### src/rtl/mult_seq_ctrl.sv
// mult_seq_ctrl
//   Sequencing controller for a shared external adder. Performs a
//   WIDTH x WIDTH shift-add multiply, driving the adder once per cycle and
//   accumulating its sum. The adder inputs are only driven while running;
//   at all other times they are zero so the adder can be muxed to other users.
//
// Ports
//   clk          clock, rising edge
//   rst_n        asynchronous active-low reset
//   start_valid  request to multiply op_a * op_b
//   start_ready  high only in IDLE
//   signed_mode  sampled on accept: 1 = two's complement, 0 = unsigned
//   op_a, op_b   multiplicand / multiplier, sampled on accept
//   abort        synchronous cancel back to IDLE, no result produced
//   busy         high in RUN and DONE
//   res_valid    product valid (DONE)
//   res_ready    consumer accepts the product
//   product      2*WIDTH-bit result, stable while res_valid
//   add_a/add_b  adder operands (accumulator / shifted multiplicand term)
//   add_cin      adder carry-in (1 only on the signed MSB subtract step)
//   add_s        adder sum; only the low 2*WIDTH bits are used
//   add_cout     adder carry-out; unused (result is modulo 2^(2*WIDTH))

module mult_seq_ctrl #(
  parameter int WIDTH   = 8,
  parameter int ADDER_W = 16
) (
  input  logic                 clk,
  input  logic                 rst_n,
  input  logic                 start_valid,
  output logic                 start_ready,
  input  logic                 signed_mode,
  input  logic [WIDTH-1:0]     op_a,
  input  logic [WIDTH-1:0]     op_b,
  input  logic                 abort,
  output logic                 busy,
  output logic                 res_valid,
  input  logic                 res_ready,
  output logic [2*WIDTH-1:0]   product,
  output logic [ADDER_W-1:0]   add_a,
  output logic [ADDER_W-1:0]   add_b,
  output logic                 add_cin,
  input  logic [ADDER_W-1:0]   add_s,
  input  logic                 add_cout
);

  localparam int PW = 2 * WIDTH;
  localparam int CW = $clog2(WIDTH) + 1;

  generate
    if (PW > ADDER_W) begin : g_width_check
      $error("mult_seq_ctrl: 2*WIDTH exceeds ADDER_W");
    end
  endgenerate

  typedef enum logic [1:0] {
    S_IDLE = 2'd0,
    S_RUN  = 2'd1,
    S_DONE = 2'd2
  } state_t;

  state_t           state_reg, state_next;
  logic [WIDTH-1:0] m_reg;
  logic [WIDTH-1:0] q_reg;
  logic             sgn_reg;
  logic [PW-1:0]    acc_reg;
  logic [PW-1:0]    product_reg;
  logic [CW-1:0]    i_reg;

  logic             accept;
  logic             last_iter;
  logic             q_bit;
  logic [WIDTH-1:0] q_shifted;
  logic [PW-1:0]    mx;
  logic [PW-1:0]    m_term;
  logic [PW-1:0]    sum_low;

  // Carry-out and any adder bits above the product width are intentionally
  // ignored; fold them into one named sink.
  logic unused_adder_bits;
  generate
    if (ADDER_W > PW) begin : g_upper
      assign unused_adder_bits = ^{add_cout, add_s[ADDER_W-1:PW]};
    end else begin : g_no_upper
      assign unused_adder_bits = add_cout;
    end
  endgenerate

  assign sum_low     = add_s[PW-1:0];
  assign accept      = (state_reg == S_IDLE) && start_valid && !abort;
  assign last_iter   = (i_reg == CW'(WIDTH - 1));
  assign q_shifted   = q_reg >> i_reg;
  assign q_bit       = q_shifted[0];
  assign mx          = sgn_reg ? {{WIDTH{m_reg[WIDTH-1]}}, m_reg}
                               : {{WIDTH{1'b0}}, m_reg};
  assign m_term      = mx << i_reg;

  assign start_ready = (state_reg == S_IDLE);
  assign busy        = (state_reg == S_RUN) || (state_reg == S_DONE);
  assign res_valid   = (state_reg == S_DONE);
  assign product     = product_reg;

  // Next state and adder drive. The MSB of a two's-complement multiplier has
  // negative weight, so that step subtracts: acc + ~term + 1.
  always_comb begin
    state_next = state_reg;
    add_a      = '0;
    add_b      = '0;
    add_cin    = 1'b0;
    case (state_reg)
      S_IDLE: begin
        if (accept) state_next = S_RUN;
      end
      S_RUN: begin
        add_a = ADDER_W'(acc_reg);
        if (q_bit) begin
          if (sgn_reg && last_iter) begin
            add_b   = ADDER_W'(~m_term);
            add_cin = 1'b1;
          end else begin
            add_b = ADDER_W'(m_term);
          end
        end
        if (abort)          state_next = S_IDLE;
        else if (last_iter) state_next = S_DONE;
      end
      S_DONE: begin
        if (abort || res_ready) state_next = S_IDLE;
      end
      default: state_next = S_IDLE;
    endcase
  end

  always_ff @(posedge clk or negedge rst_n) begin
    if (!rst_n) begin
      state_reg   <= S_IDLE;
      m_reg       <= '0;
      q_reg       <= '0;
      sgn_reg     <= 1'b0;
      acc_reg     <= '0;
      product_reg <= '0;
      i_reg       <= '0;
    end else begin
      state_reg <= state_next;
      if (accept) begin
        m_reg   <= op_a;
        q_reg   <= op_b;
        sgn_reg <= signed_mode;
        acc_reg <= '0;
        i_reg   <= '0;
      end else if (state_reg == S_RUN && !abort) begin
        acc_reg <= sum_low;
        i_reg   <= i_reg + CW'(1);
        if (last_iter) product_reg <= sum_low;
      end
    end
  end

endmodule

### config.mk
export PLATFORM = sky130hd
export DESIGN_NAME = mult_seq_ctrl
export DESIGN_NICKNAME = d
export VERILOG_FILES = /design/src/rtl/mult_seq_ctrl.sv
export SDC_FILE = /design/constraint.sdc
export NUM_CORES = 1
export LEC_CHECK = 0
export CAP_MARGIN = 0
export CORE_ASPECT_RATIO = 1.5
export CORE_MARGIN = 5
export CORE_UTILIZATION = 45
export CTS_BUF_LIST = sky130_fd_sc_hd__clkbuf_8 sky130_fd_sc_hd__clkbuf_16
export DETAILED_ROUTE_END_ITERATION = 8
export PLACE_DENSITY = 0.77
export RECOVER_POWER = 100
export SYNTH_ARGS = -nofsm -noshare
export SYNTH_HDL_FRONTEND = slang
export SYNTH_SLANG_ARGS = --single-unit
### constraint.sdc
create_clock -name clk -period 4.15 [get_ports clk]
set_input_delay 0.415 -clock clk [delete_from_list [all_inputs] [get_ports clk]]
set_output_delay 0.415 -clock clk [all_outputs]
set_load 0.005 [all_outputs]
==> metrics.csv, run 1 <==
metric;value;unit
status;finished, violations left;
failing checks;capacitance limit, slew limit;
Arrival @ worst endpoint;3180;ps
mapped cell area;2992;µm²
Total GRT Usage;17.63;%
Setup crit end kind;output port;
Setup CP Type;flop to output port;
CP startpoint kind;flop;
share of cells above drive strength 1;10.88;%
Hold WC Path Type;flop to flop;
share of power burned in registers;34.6;%
GP Congestion;0.9070;
GRT overflow;0;
Final Cycle Share;86.55;%
post-cts resize count;0;
cell-internal power;1.682;mW
unrepaired setup endpoints after global routing;false;
Max Buffers Root-to-Sink;2;
Die Span Y;109.9;µm
max-slew violation count;56;
cell with the most instances after synthesis;nand2_1;
Seq/Total Area, Yosys;46.01;%
number of vias per cell;5.305;
Max Cap Viol;1;
final wirelength;7365;µm
fmax;278.4;MHz
minimum clock period;3592;ps
Setup Skew;11.47;ps
fin nets;429;
number of synthesized flops with an enable pin;0;
Avg WL per Cell;15.94;µm
DRC viols;0;
Pleak;1.899;nW
n_diodes;0;
first-pass GRT wire length;11790;µm
# setup viols final;0;
#FFs+latches synth;55;
worst slew pin tran;2904;ps
Final ANT Viol Nets;0;
syn_nets;346;
DRT Pass-1 Iters;4;
Setup TNS;0;ps
total number of vias;2451;
Final HPWL DP;5468;µm
post-synth top area share;46.01;%
Initial Utilization;46.12;%
Area contributors post-synth;dfrtp_1 (46%), nand2_1 (8.0%), mux2_2 (7.9%);
I/O pins;91;
Synth cell types;46;
FP Rows;36;
area delta synth->final;33.71;%
# fillers;570;
worst slack, placed;1119;ps
Post CTS Setup Buffer Count;0;
combinational share of power;50.0;%
H-tree depth;2;
pin count of the biggest net entering global routing;56;
Yosys Warn Count;0;
total CTS buffers;5;
DIE AREA;8413;µm²
maximum vdd drop;0.3495;mV
root buffer cell;clkbuf_8;
power density cells;662.6;nW/µm²
worst endpoint required time;3730;ps
Core Area;6486;µm²
Main synth FF type;dfrtp_1;
worst skew pair latency;310;ps
Synth async-reset ratio;100.0;%
post-synthesis area per instance;9.906;µm²
Hold Vio Cnt, Final;0;
most instantiated cells after synthesis;nand2_1 (64), dfrtp_1 (55), mux2_2 (21), nor2_1 (20), and2_1 (19);
Post-CTS Hold Buffers;0;
post-route worst setup slack;558.3;ps
Slew headroom;-93.62;%
CTS tree;yes;
Iter 0 DRT Violations;111;
clock transition at the registers of the reported paths;100;ps
crit-path max FO;18;
Psw;0.9688;mW
DIE WIDTH;76.58;µm
Synth Instances;302;
IO Port Bufs;89;
initial antenna violation count;0;
clk sinks;55;
switching share of total power;36.55;%
cell taking the most area after synthesis;dfrtp_1;
Clk pwr share;15.4;%
number of global-route vias before repair;2493;
## kinds of logic after synthesis
kind of cell / count (synthesis) / synth area share (%)
AND/OR/NAND/NOR: 127 / 19.49
flip-flops: 55 / 46.01
AO/OA/AOI/OAI: 50 / 13.26
multiplexers: 34 / 12.67
buffers and inverters: 22 / 3.848
XOR/XNOR: 9 / 2.635
adder cells (fa/ha/maj): 5 / 2.091
## through the flow
step                      hold WS [ps]  instance area, µm²  util, %  power (mW)  cells
after CTS                        239.2                4039    62.27       2.775    462
after global routing             500.8                4000    61.67       2.865    462
after floorplan                  119.4                2992        -       1.807    302
after global placement           455.7                3906    60.22       2.324    454
after detailed placement         466.3                3906    60.22       2.351    454
final                            485.0                4000    61.67       2.650    462
## placed cells by master (no fill, tap or decap), drive strengths merged, types with 6 or more instances in the layout
cell / instances
a21oi: 16
a22o: 13
and2: 19
clkbuf: 6
clkdlybuf4s50: 49
dfrtp: 55
dlygate4sd3: 39
inv: 6
mux2: 21
mux2i: 12
nand2: 65
nand3: 6
nor2: 21
## routing by layer
| layer | routed length, µm | global-route usage [%] |
|---|---|---|
| met5 | 0 | 0 |
| met1 | 2842 | 19.19 |
| met2 | 4023 | 32.84 |
| met3 | 366 | 4.016 |
| met4 | 132 | 7.125 |
## worst paths after layout
kind	startpoint	to	slack, ps	cells past startpoint
max	state_reg[1]	add_b[13]	560	7
min	q_reg[6]	q_reg[6]	480	2
max in group asynchronous	rst_n	q_reg[7]	1390	2
min reg2reg	q_reg[6]	q_reg[6]	480	2
min in group asynchronous	rst_n	i_reg[0]	1140	2
max reg2reg	state_reg[1]	product[3]	730	6
## cell type report
class	instances	area [µm²]	share of cell area [%]
multi-input cells	225	1465	36.63
flip-flops and latches	55	1376	34.41
repair buffers	93	912.1	22.80
well taps	76	95.09	2.377
clock buffers	5	68.82	1.720
clock inverters	3	63.81	1.595
inverters	5	18.77	0.4692
## power by group through the flow
stage / clock, mW / sequential, mW / combinational (mW)
6_report: 0.408 / 0.916 / 1.33
5_1_grt: 0.439 / 0.946 / 1.48
4_1_cts: 0.422 / 0.922 / 1.43
3_5_place_dp: 0 / 0.930 / 1.42
3_3_place_gp: 0 / 0.917 / 1.41
2_1_floorplan: 0 / 0.856 / 0.951
## critical path, stage by stage (launching register included)
cell             delay [ps]
dfrtp_1                 410
inv_1                   110
ha_1                    490
inv_1                   120
a311oi_1                320
o211ai_2                350
a2111oi_0               460
clkdlybuf4s50_1         590
Power figures use the tool's default switching activity.
==> run 2, diff against run 1 <==
--- a/config.mk
+++ b/config.mk
@@ -5,11 +5,12 @@
 export SDC_FILE = /design/constraint.sdc
 export NUM_CORES = 1
 export LEC_CHECK = 0
+export ABC_CLOCK_PERIOD_IN_PS = 4000
 export CAP_MARGIN = 0
 export CORE_ASPECT_RATIO = 1.5
 export CORE_MARGIN = 5
 export CORE_UTILIZATION = 45
-export CTS_BUF_LIST = sky130_fd_sc_hd__clkbuf_8 sky130_fd_sc_hd__clkbuf_16
+export CTS_BUF_LIST = sky130_fd_sc_hd__clkbuf_8
 export DETAILED_ROUTE_END_ITERATION = 8
 export PLACE_DENSITY = 0.77
 export RECOVER_POWER = 100
==> constraint.sdc (replaced) <==
create_clock -name clk -period 4 [get_ports clk]
set_input_delay 0.4 -clock clk [delete_from_list [all_inputs] [get_ports clk]]
set_output_delay 0.4 -clock clk [all_outputs]
set_load 0.005 [all_outputs]
==> run 2 against run 1 <==
  * The run ends with capacitance limit left
  * Wire length shrank 0.54%
  * Largest power group unchanged
  * Global-route usage grew 0.14 points
  * Die area is the same
  * Cell area is the same
==> metrics.csv, run 2 (synthesis gave the netlist of run 1 again) <==
metric;value;unit;change
status;finished, violations left;;
failing checks;capacitance limit;;
# setup viols final;0;;unchanged
Slew headroom;0.2673;%;+94 points
first-pass GRT wire length;11990;µm;+1.7%
clk sinks;55;;unchanged
max-slew violation count;0;;-100%
I/O pins;91;;unchanged
worst slack, placed;1223;ps;+104.0 ps
post-route worst setup slack;644.3;ps;+86.03 ps
FP Rows;36;;unchanged
H-tree depth;2;;unchanged
final wirelength;7325;µm;-0.54%
worst slew pin tran;1496;ps;-1408 ps
total power;2.740;mW;+3.4%
reg2reg path depth;7;;+1
unrepaired setup endpoints after global routing;false;;
# fillers;559;;-1.9%
worst skew pair latency;320;ps;about the same
worst path buffer plus inverter count;1;;-2
Setup CP Type;flop to output port;;
Pleak;1.872;nW;-1.4%
area delta synth->final;33.71;%;unchanged
DRC viols;0;;unchanged
Post-CTS Hold Buffers;0;;unchanged
DRT Pass-1 Iters;4;;unchanged
Max Cap Viol;1;;unchanged
CP max stage cell;dlygate4sd3_1;;
Final Cycle Share;83.89;%;
root buffer cell;clkbuf_8;;
most common cell after layout, fill and taps aside;nand2_1;;
Clk pwr share;14.1;%;-1.3 points
Hold Vio Cnt, Final;0;;unchanged
Setup crit end kind;output port;;
Die Span Y;109.9;µm;unchanged
crit-path cells;ha_1, nand2_1, nor2_1, nand2_1, o221a_2, nor2_1, dlygate4sd3_1;;
share of power burned in registers;34.6;%;about the same
cell-internal power;1.714;mW;+1.9%
Psw;1.026;mW;+5.9%
Reg2Reg Setup Slack;1240;ps;+510 ps
total number of vias;2466;;+0.61%
Max Buffers Root-to-Sink;2;;unchanged
GRT overflow;0;;unchanged
R2R Path Start;state_reg[1];;
crit-path max FO;9;;-9
CP Capture Point;add_b[8];;
share of cells above drive strength 1;10.57;%;-0.31 points
maximum vdd drop;0.3829;mV;+9.6%
Iter 0 DRT Violations;77;;-31%
Final ANT Viol Nets;0;;unchanged
Core Area;6486;µm²;unchanged
clock transition at the registers of the reported paths;100;ps;about the same
Final HPWL DP;5521;µm;+0.98%
Design Area, Final;4000;µm²;unchanged
minimum clock period;3356;ps;
Setup Skew;14.96;ps;+3.484 ps
combinational share of power;51.3;%;+1.3 points
Post CTS Setup Buffer Count;0;;unchanged
switching share of total power;37.45;%;+0.90 points
fmax;298.0;MHz;
Hold WC Path Type;input port to asynchronous set/reset pin;;
RR Endpoint;product[3];;
IO Port Bufs;89;;unchanged
CTS tree;yes;;
worst endpoint required time;3600;ps;-130 ps
power density cells;685.0;nW/µm²;+3.4%
Setup TNS;0;ps;unchanged
GP Congestion;0.8940;;-1.4%
post-cts resize count;0;;unchanged
number of global-route vias before repair;2524;;+1.2%
pin count of the biggest net entering global routing;31;;-45%
n_diodes;0;;unchanged
total CTS buffers;5;;unchanged
Initial Utilization;46.12;%;unchanged
initial antenna violation count;0;;unchanged
CP startpoint kind;flop;;
area post-placement;3921;µm²;+0.38%
DIE WIDTH;76.58;µm;unchanged
Avg WL per Cell;15.79;µm;-0.97%
Setup crit start;i_reg[1];;
most frequent cells in the layout;nand2_1 (65), dfrtp_1 (55), clkdlybuf4s50_1 (54);;
number of vias per cell;5.315;;+0.18%
Arrival @ worst endpoint;2960;ps;-220 ps
DIE AREA;8413;µm²;unchanged
CP max stage delay;570;ps;-20 ps
final core occ;61.67;%;unchanged
fin nets;431;;+0.47%
cell family with most CP delay;simple AND/OR/NAND/NOR gates;;
Total GRT Usage;17.76;%;+0.14 points
critical path depth;7;;unchanged
-- run 2: changes by cell type in the layout (fill, tap and decap cells not counted), sizes merged --
cell	previous run	this run
clkdlybuf4s50	49	54
dlygate4sd3	39	34
bufinv	2	1
inv	6	5
clkinv	0	1
clkbuf	6	10
buf	4	3
-- run 2: through the flow --
stage / hold slack [ps] / instances
2_1_floorplan: 104.4 / 302
3_3_place_gp: 452.3 / 456
3_5_place_dp: 452.9 / 456
4_1_cts: 96.09 / 464
5_1_grt: 495.9 / 464
6_report: 425.4 / 464
-- run 2: per-layer routing --
| metal | share of wire (%) | track usage, % |
|---|---|---|
| met4 | 2.6 | 7.875 |
| met2 | 54 | 32.84 |
| met1 | 38 | 18.71 |
| met3 | 5.5 | 4.918 |
| met5 | 0 | 0 |
-- run 2: final cells by class --
class	count	area (µm²)	share of cell area, %
Clock buffer	6	82.58	2.064
Inverter	5	18.77	0.4692
Clock inverter	2	35.03	0.8758
Sequential cell	55	1376	34.41
Multi-Input combinational cell	225	1474	36.85
Tap cell	76	95.09	2.377
Timing Repair Buffer	95	918.4	22.96
-- run 2: worst min-delay path by stage --
stage / from / to / slack [ps]
6_report: rst_n / acc_reg[7] / 430
5_1_grt: q_reg[7] / q_reg[7] / 500
4_1_cts: rst_n / acc_reg[7] / 100
3_5_place_dp: rst_n / product[3] / 450
3_3_place_gp: rst_n / product[3] / 450
2_1_floorplan: rst_n / acc_reg[0] / 100
-- run 2: power groups by stage --
stage,logic [mW],clock network [mW],registers (mW)
2_1_floorplan,0.987,0,0.888
3_3_place_gp,1.47,0,0.952
3_5_place_dp,1.49,0,0.961
4_1_cts,1.50,0.398,0.953
5_1_grt,1.55,0.417,0.984
6_report,1.41,0.385,0.949
==> run 3, diff against run 2 <==
--- a/config.mk
+++ b/config.mk
@@ -5,14 +5,14 @@
 export SDC_FILE = /design/constraint.sdc
 export NUM_CORES = 1
 export LEC_CHECK = 0
-export ABC_CLOCK_PERIOD_IN_PS = 4000
+export ABC_CLOCK_PERIOD_IN_PS = 3000
 export CAP_MARGIN = 0
 export CORE_ASPECT_RATIO = 1.5
 export CORE_MARGIN = 5
-export CORE_UTILIZATION = 45
+export CORE_UTILIZATION = 44
 export CTS_BUF_LIST = sky130_fd_sc_hd__clkbuf_8
 export DETAILED_ROUTE_END_ITERATION = 8
-export PLACE_DENSITY = 0.77
+export PLACE_DENSITY = 0.79
 export RECOVER_POWER = 100
 export SYNTH_ARGS = -nofsm -noshare
 export SYNTH_HDL_FRONTEND = slang
==> constraint.sdc (replaced) <==
create_clock -name clk -period 3 [get_ports clk]
set_input_delay 0.3 -clock clk [delete_from_list [all_inputs] [get_ports clk]]
set_output_delay 0.3 -clock clk [all_outputs]
set_load 0.005 [all_outputs]
==> run 3 against run 2 <==
  * The run now ends clean
  * Register-to-register slack got worse by 900 ps
  * Critical endpoint is now add_b[9]
  * Sequential cell count unchanged
  * Worst hold slack worse by 56 ps
  * Critical path type unchanged
  * Critical path depth stayed put
  * Combinational power increased by 46%
  * Cell area is 1.9% higher
  * Global-route usage rose by 0.19 points
  * Worst setup slack worse by 550 ps
  * Highest routed layer unchanged
  * Clock power increased by 11%
  * Die area grew 2.0%
  * First-iteration DRC count is 73% higher
  * Core utilization increased by 0.32 points
==> metrics.csv, run 3 (synthesis gave the netlist of run 1 again) <==
metric;value;unit;change
status;completed;;
root buffer cell;clkbuf_8;;
Arrival @ worst endpoint;2600;ps;-360 ps
DRC viols;0;;unchanged
DRT Pass-1 Iters;4;;unchanged
CP Capture Point;add_b[9];;
reg2reg path depth;7;;unchanged
FP Rows;36;;unchanged
Avg WL per Cell;16.10;µm;+2.0%
Post-CTS Hold Buffers;0;;unchanged
RR Endpoint;product[8];;
most common cell after layout, fill and taps aside;nand2_1;;
max-slew violation count;0;;unchanged
Final HPWL DP;5652;µm;+2.4%
Pleak;1.892;nW;+1.0%
n_diodes;0;;unchanged
fmax;344.7;MHz;
Die Span Y;111.0;µm;+1.0%
initial antenna violation count;0;;unchanged
Core Area;6576;µm²;+1.4%
Hold WC Path Type;input port to asynchronous set/reset pin;;
total power;3.742;mW;+37%
total number of vias;2509;;+1.7%
I/O pins;91;;unchanged
GP Congestion;0.9039;;+1.1%
Design Area, Final;4076;µm²;+1.9%
DIE AREA;8582;µm²;+2.0%
most frequent cells in the layout;nand2_1 (63), clkdlybuf4s50_1 (58), dfrtp_1 (55);;
crit-path max FO;13;;+4
Setup CP Type;flop to output port;;
Max Cap Viol;0;;-1
pin count of the biggest net entering global routing;56;;+81%
Reg2Reg Setup Slack;340;ps;-900 ps
Hold Vio Cnt, Final;0;;unchanged
IO Port Bufs;89;;unchanged
minimum clock period;2901;ps;
DIE WIDTH;77.33;µm;+0.98%
Iter 0 DRT Violations;133;;+73%
worst endpoint required time;2700;ps;-900 ps
first-pass GRT wire length;12740;µm;+6.3%
# setup viols final;0;;unchanged
share of cells above drive strength 1;15.23;%;+4.7 points
Slew headroom;11.24;%;+11 points
Initial Utilization;45.49;%;-0.63 points
clk sinks;55;;unchanged
CP startpoint kind;flop;;
worst slew pin tran;1331;ps;-164.5 ps
power density cells;917.9;nW/µm²;+34%
Total GRT Usage;17.95;%;+0.19 points
clock transition at the registers of the reported paths;90;ps;about the same
CTS tree;yes;;
maximum vdd drop;0.5757;mV;+50%
Setup crit start;i_reg[0];;
number of vias per cell;5.338;;+0.44%
Final Cycle Share;96.71;%;
area post-placement;3944;µm²;+0.57%
Setup Skew;8.002;ps;-6.953 ps
# fillers;587;;+5.0%
GRT overflow;0;;unchanged
worst skew pair latency;310;ps;about the same
final wirelength;7566;µm;+3.3%
number of global-route vias before repair;2604;;+3.2%
Final ANT Viol Nets;0;;unchanged
fin nets;437;;+1.4%
Max Buffers Root-to-Sink;2;;unchanged
R2R Path Start;state_reg[1];;
H-tree depth;2;;unchanged
total CTS buffers;5;;unchanged
Setup crit end kind;output port;;
area delta synth->final;36.26;%;
run 3: repair_timing:
item | 4_1_cts | 5_1_grt
endpoints found under the hold margin | 0 | 0
resized for setup | 0 | 7
setup endpoints to repair | 0 | 8
buffers inserted | 0 | 2
run 3: metal layers:
metal  vias to the layer above  track usage [%]  routed length (µm)
li1                       1222                -                   -
met1                      1206            21.31                3012
met2                        71            32.17                4019
met3                        10            3.577                 399
met4                         0            5.161                 134
met5                         -                0                   0
run 3: cell type report:
| type | instances | area (µm²) | area share (%) |
|---|---|---|---|
| multi-input combinational | 226 | 1529 | 37.51 |
| timing repair buffer | 100 | 962.2 | 23.60 |
| clock inverter | 2 | 12.51 | 0.3069 |
| inverter | 5 | 18.77 | 0.4604 |
| tap | 76 | 95.09 | 2.333 |
| sequential | 55 | 1376 | 33.76 |
| clock buffer | 6 | 82.58 | 2.026 |
run 3: stage by stage:
stage	setup WS [ps]	hold WS [ps]	utilization, %	instances	TNS (ps)
floorplan	1107	4.409	-	302	0
global placement	375.7	457.3	59.97	459	0
detailed placement	300.8	458.1	59.97	459	0
CTS	24.35	144.5	61.42	467	0
global route	-13.62	498.7	61.99	470	-13.62
finish	98.77	369.1	61.99	470	0
run 3: power by group:
part | internal, mW | total [mW] | leakage, nW | switching, mW
Clock | 0.186 | 0.427 | 0.0526 | 0.241
Sequential | 1.04 | 1.26 | 0.719 | 0.219
Combinational | 1.07 | 2.06 | 1.12 | 0.993
run 3: worst min-delay path by stage:
stage / startpoint / depth (start not counted) / slack, ps / to
2_1_floorplan: rst_n / 0 / 4 / acc_reg[0]
3_3_place_gp: q_reg[0] / 2 / 460 / q_reg[0]
3_5_place_dp: q_reg[1] / 2 / 460 / q_reg[1]
4_1_cts: rst_n / 2 / 140 / product[0]
5_1_grt: rst_n / 2 / 500 / q_reg[5]
6_report: rst_n / 2 / 370 / q_reg[5]
run 3: worst max-delay path: stages (launching register included):
cell and delay [ps]:
dfrtp_1 410, buf_6 200, mux2_2 370, nor2_1 130
a21oi_2 80, xor2_1 160, a221oi_1 370, clkdlybuf4s50_1 570
